--- config.mk ---
export PLATFORM = sky130hd
export DESIGN_NAME = exec_sequencer
export DESIGN_NICKNAME = d
export VERILOG_FILES = /design/src/rtl/exec_sequencer.sv
export SDC_FILE = /design/constraint.sdc
export NUM_CORES = 1
export LEC_CHECK = 0
export CAP_MARGIN = 20
export CORE_ASPECT_RATIO = 1.2
export CORE_MARGIN = 1
export CORE_UTILIZATION = 35
export CTS_CLUSTER_SIZE = 12
export DETAILED_ROUTE_END_ITERATION = 6
export SLEW_MARGIN = 5
export SYNTH_ARGS = -nofsm -noshare
export SYNTH_HDL_FRONTEND = slang
export SYNTH_SLANG_ARGS = --single-unit
--- constraint.sdc ---
create_clock -name clk -period 4.8 [get_ports clk]
set_input_delay 1.2 -clock clk [delete_from_list [all_inputs] [get_ports clk]]
set_output_delay 1.2 -clock clk [all_outputs]
set_load 0.05 [all_outputs]
--- src/rtl/exec_sequencer.sv ---
// Execute-stage issue/completion sequencer.
// It accepts one op from decode at a time. ALU/branch ops finish in one cycle.
// FPU ops launch the multi-cycle FPU and wait for fin, with a timeout guard.
// The completed op is held for the memory stage until it is taken.
// A flush kills the op in flight. If the FPU is still busy, the sequencer drains it first.
module exec_sequencer #(
  parameter int FPU_TIMEOUT = 64,
  parameter int CNT_W       = 32
) (
  input  logic             clk,
  input  logic             rst,
  input  logic             issue_valid,
  output logic             issue_ready,
  input  logic             issue_aluorfpu,
  input  logic [5:0]       issue_rd,
  input  logic             issue_regwrite,
  input  logic             issue_memread,
  input  logic             flush,
  output logic             fpu_start,
  input  logic             fpu_fin,
  output logic             out_valid,
  input  logic             out_ready,
  output logic [5:0]       out_rd,
  output logic             out_regwrite,
  output logic             out_memread,
  output logic             out_fpu,
  output logic             out_err,
  output logic             busy,
  output logic [CNT_W-1:0] stall_cnt
);

  // The wait counter only ever needs to reach FPU_TIMEOUT-1.
  localparam int WCNT_W = (FPU_TIMEOUT > 2) ? $clog2(FPU_TIMEOUT) : 1;
  localparam logic [WCNT_W-1:0] TMO_LAST = WCNT_W'(FPU_TIMEOUT - 1);

  typedef enum logic [1:0] {
    S_IDLE     = 2'd0,
    S_FPU_WAIT = 2'd1,
    S_DONE     = 2'd2,
    S_DRAIN    = 2'd3
  } state_e;

  state_e            state_q, state_d;
  logic [WCNT_W-1:0] wcnt_q, wcnt_d;
  logic [CNT_W-1:0]  stall_q, stall_d;
  logic              fpu_start_q, fpu_start_d;
  logic [5:0]        rd_q, rd_d;
  logic              regwrite_q, regwrite_d;
  logic              memread_q, memread_d;
  logic              fpu_q, fpu_d;
  logic              err_q, err_d;

  logic accept;
  logic fin_ok;
  logic timeout;

  assign accept = issue_valid & issue_ready;
  // fin is ignored in the launch cycle. Outside FPU_WAIT/DRAIN, the state logic ignores it.
  assign fin_ok  = fpu_fin & ~fpu_start_q;
  assign timeout = (wcnt_q == TMO_LAST);

  // State register; reset wins in any state, including mid-FPU.
  always_ff @(posedge clk) begin
    if (rst) state_q <= S_IDLE;
    else     state_q <= state_d;
  end

  // Next-state logic; flush takes priority over completion and handoff.
  always_comb begin
    state_d = state_q;
    unique case (state_q)
      S_IDLE: begin
        if (accept) state_d = issue_aluorfpu ? S_FPU_WAIT : S_DONE;
      end
      S_FPU_WAIT: begin
        if (flush) begin
          // If the FPU has just finished or used up its budget, nothing remains to drain.
          state_d = (fin_ok || timeout) ? S_IDLE : S_DRAIN;
        end else if (fin_ok || timeout) begin
          state_d = S_DONE;
        end
      end
      S_DONE: begin
        if (flush) begin
          state_d = S_IDLE;
        end else if (out_ready) begin
          if (accept) state_d = issue_aluorfpu ? S_FPU_WAIT : S_DONE;
          else        state_d = S_IDLE;
        end
      end
      S_DRAIN: begin
        if (fin_ok || timeout) state_d = S_IDLE;
      end
      default: state_d = S_IDLE;
    endcase
  end

  // Handshake and status outputs decoded from the current state.
  always_comb begin
    issue_ready = 1'b0;
    out_valid   = 1'b0;
    busy        = (state_q != S_IDLE);
    unique case (state_q)
      S_IDLE:  issue_ready = 1'b1;
      S_DONE: begin
        issue_ready = out_ready;
        out_valid   = 1'b1;
      end
      default: issue_ready = 1'b0;
    endcase
    if (flush || rst) issue_ready = 1'b0;
  end

  // Next values for the captured op fields, the FPU launch pulse, and the counters.
  always_comb begin
    fpu_start_d = accept & issue_aluorfpu;
    rd_d        = rd_q;
    regwrite_d  = regwrite_q;
    memread_d   = memread_q;
    fpu_d       = fpu_q;
    err_d       = err_q;
    wcnt_d      = wcnt_q;
    stall_d     = stall_q;
    if (accept) begin
      rd_d       = issue_rd;
      regwrite_d = issue_regwrite;
      memread_d  = issue_memread;
      fpu_d      = issue_aluorfpu;
      err_d      = 1'b0;
      wcnt_d     = '0;
    end else if (state_q == S_FPU_WAIT || state_q == S_DRAIN) begin
      wcnt_d = wcnt_q + WCNT_W'(1);
    end
    // Completion without a valid fin means the FPU timed out.
    if (state_q == S_FPU_WAIT && state_d == S_DONE && !fin_ok) err_d = 1'b1;
    // Stall counter wraps naturally, and flush does not clear it.
    if (state_q == S_FPU_WAIT) stall_d = stall_q + CNT_W'(1);
  end

  // Datapath and counter registers; all of them clear on reset.
  always_ff @(posedge clk) begin
    if (rst) begin
      fpu_start_q <= 1'b0;
      rd_q        <= '0;
      regwrite_q  <= 1'b0;
      memread_q   <= 1'b0;
      fpu_q       <= 1'b0;
      err_q       <= 1'b0;
      wcnt_q      <= '0;
      stall_q     <= '0;
    end else begin
      fpu_start_q <= fpu_start_d;
      rd_q        <= rd_d;
      regwrite_q  <= regwrite_d;
      memread_q   <= memread_d;
      fpu_q       <= fpu_d;
      err_q       <= err_d;
      wcnt_q      <= wcnt_d;
      stall_q     <= stall_d;
    end
  end

  assign fpu_start    = fpu_start_q;
  assign out_rd       = rd_q;
  assign out_regwrite = regwrite_q;
  assign out_memread  = memread_q;
  assign out_fpu      = fpu_q;
  assign out_err      = err_q;
  assign stall_cnt    = stall_q;

endmodule

==> impl_metrics.py <==
metrics = {
    "floorplan": {
        "die_y_microns": 91.2,
        "num_rows": 32,
        "die_w_microns": 76.3,
        "ios": 61,
        "start_util": 0.362,
        "die_area_sq_um": 6950,
        "coreArea_sq_um": 6410,
    },
    "sta": {
        "tns_ps": 0,
        "slew_viol_final": 0,
        "fin_crit_ps": 4000,
        "slew_headroom": 0.553,
        "setup_viol": 0,
        "fmax_mhz": 250,
        "period_share": 0.834,
        "timing.final.ws_setup_ps": 797,
        "finClkSkew_ps": 5.62,
        "grt_setup_unrepaired": "no",
        "finalHoldViolCount": 0,
        "worst_slew_pin_slew_ps": 671,
    },
    "min_path": {
        "worstHoldStart": "out_fpu$_SDFFE_PP0N_",
        "min_delay_path_depth": 1,
        "hold_path.class": "reg2reg",
        "whs_endpoint": "out_fpu$_SDFFE_PP0N_",
    },
    "worst_setup_path": {
        "required_ps": 3600,
        "reg2reg_to": "stall_cnt[18]$_SDFFE_PP0P_",
        "end_kind": "primary output",
        "critPathMaxFanout": 4,
        "worstPathArrival_ps": 2800,
        "criticalPathCategory": "in2out",
        "reg2reg_from": "state_q[0]$_SDFF_PP0_",
        "worstSetupStartpointType": "input pin",
        "reg2reg_slack_ps": 2570,
        "reg2regPathDepth": 4,
    },
    "clock_tree": {
        "cts_resized": 0,
        "clk_pin_slew_ps": 90,
        "cts_tree": "built",
        "cts_setup_buffers": 0,
        "clockBufferDepth": 2,
        "cts_hold_buf": 0,
        "cts_inserted_buffers": 5,
        "h-tree-depth": 2,
        "cts_root_buf": "clkbuf_8",
        "cts_num_sinks": 51,
        "clk_latency_ps": 310,
    },
    "global_route": {
        "track_usage": 0.157,
        "grt_overflow": 0,
        "grt_max_degree": 51,
        "grt_pass1_vias": 1956,
        "grt_pass1_wl_microns": 8830,
        "antenna_found_initial": 0,
    },
    "flow_run": {
        "maxCapViolations": 0,
    },
    "synth": {
        "synthDistinctLibCells": 38,
        "ys.flop_type": "dfxtp_1",
        "yosys_warnings": 0,
        "synth_area_per_cell_sq_um": 8.88,
        "syn-num-nets": 278,
        "yosysSeqAreaShare": 0.440,
        "synth-async-reset-ratio": 0,
        "synthTopCellsByArea": "dfxtp_1 44%, nor2_1 6.2%, mux2i_1 4.3%, o31ai_1 4.2%, or4_1 4.2%",
        "synth_edf_count": 0,
        "yosys_register_bits": 51,
        "synth_area_sq_um": 2320,
        "netlist_instances": 261,
        "yosys.area.top_type": "dfxtp_1",
        "synth_top_area_frac": 0.440,
    },
    "placed_design": {
        "dp_hpwl_microns": 3710,
        "post-place-ws_ps": 808,
        "postPlaceCellArea_sq_um": 2970,
        "port_buffers": 60,
        "gp_congestion": 0.729,
    },
    "route": {
        "via_per_inst": 5.15,
        "antenna_left": 0,
        "wl_per_cell_microns": 13.1,
        "via_count": 2064,
        "wirelength_microns": 5240,
        "route.detailed.drc": 0,
        "detail_route.iter0.violations": 46,
        "first_pass_iters": 4,
    },
    "layout": {
        "syn2layout_area_growth_pct": 31.5,
        "layout-drive-gt1-share": 0.0538,
        "nets": 332,
        "diodes": 0,
        "fin_area_sq_um": 3050,
    },
    "power_and_ir_drop": {
        "p_leak_nw": 0.991,
        "power_density_nw_per_um2": 241,
        "ir_drop_v": 0.000124,
    },
    "outcome": {
        "status": "finished clean",
    },
}
[cell families after synthesis]
family                   share of synthesized area
AO/OA/AOI/OAI                               0.0977
AND/OR/NAND/NOR                              0.292
buffers and inverters                       0.0324
multiplexers                                0.0626
adder cells (fa/ha/maj)                     0.0108
flip-flops                                   0.440
XOR/XNOR                                    0.0642
[layout by cell type (no fill, tap or decap), types with 4 or more instances in the layout]
master / netlist / layout
nor4_1: 4 / 4
clkdlybuf4s50_1: 0 / 59
or4_1: 13 / 13
nor2_1: 38 / 38
dfxtp_1: 51 / 51
clkbuf_8: 0 / 5
nor2b_1: 6 / 6
nand4_1: 9 / 9
o31ai_1: 13 / 13
mux2_2: 4 / 4
and4_1: 5 / 5
xor2_1: 8 / 8
inv_1: 4 / 4
mux2i_1: 10 / 10
xnor2_1: 9 / 9
a21oi_1: 17 / 17
nand3_1: 10 / 10
nand2_1: 15 / 15
[cells in the mapped netlist (4+ instances only)]
cell type   n
mux2_2      4
dfxtp_1    51
clkbuf_1    9
nor2_1     38
nand3_1    10
or4_1      13
nor4_1      4
a21oi_1    17
o31ai_1    13
inv_1       4
and4_1      5
nand2_1    15
buf_1       4
nand4_1     9
xnor2_1     9
nor2b_1     6
mux2i_1    10
xor2_1      8
[layer usage]
layer,up-vias,GRT usage,wire (microns)
li1,1051,-,-
met1,974,0.178,2400
met3,5,0.0352,164
met4,0,0.0481,65
met2,34,0.288,2620
met5,-,0,0
[per-stage QoR]
stage | utilization | hold WS [ps] | cells | power, mW
after floorplan | - | 477 | 261 | 0.475
after global placement | 0.463 | 439 | 393 | 0.500
after detailed placement | 0.463 | 443 | 393 | 0.500
after CTS | 0.476 | 470 | 401 | 0.741
after global routing | 0.476 | 485 | 401 | 0.759
final | 0.476 | 462 | 401 | 0.734
[power breakdown]
group | switching [mW] | internal, mW | leakage, nW
sequential | 0.00356 | 0.427 | 0.412
combinational | 0.0341 | 0.0251 | 0.537
clock | 0.142 | 0.103 | 0.0422
[worst max path at each step]
stage,start,slack (ps),endpoint,cells after the start
2_1_floorplan,rst,1340,issue_ready,3
3_3_place_gp,flush,810,issue_ready,5
3_5_place_dp,flush,810,issue_ready,5
4_1_cts,flush,790,issue_ready,5
5_1_grt,flush,670,issue_ready,5
6_report,flush,800,issue_ready,5
[sequential cells by signal, summed over array words and instances, names as in the netlist]
register / flops
out_err: 1
out_fpu: 1
out_memread: 1
fpu_start: 1
stall_cnt: 32
wcnt_q: 6
out_regwrite: 1
out_rd: 6
state_q: 2
[worst max-delay path, stage by stage]
cell and delay (ps):
clkdlybuf4s50_1 450, nor2_1 180, nand2_1 70, nor2_1 90, clkdlybuf4s50_1 800
[final cells by class]
class                   instances  area (sq um)
repair buffers                 61           603
clock buffers                   7          76.3
fillers                       675          3360
well taps                      85           106
inverters                       4          15.0
flip-flops and latches         51          1020
multi-input cells             192          1220
clock inverters                 1          5.00
Note: power is estimated with default switching activity, not from simulation.
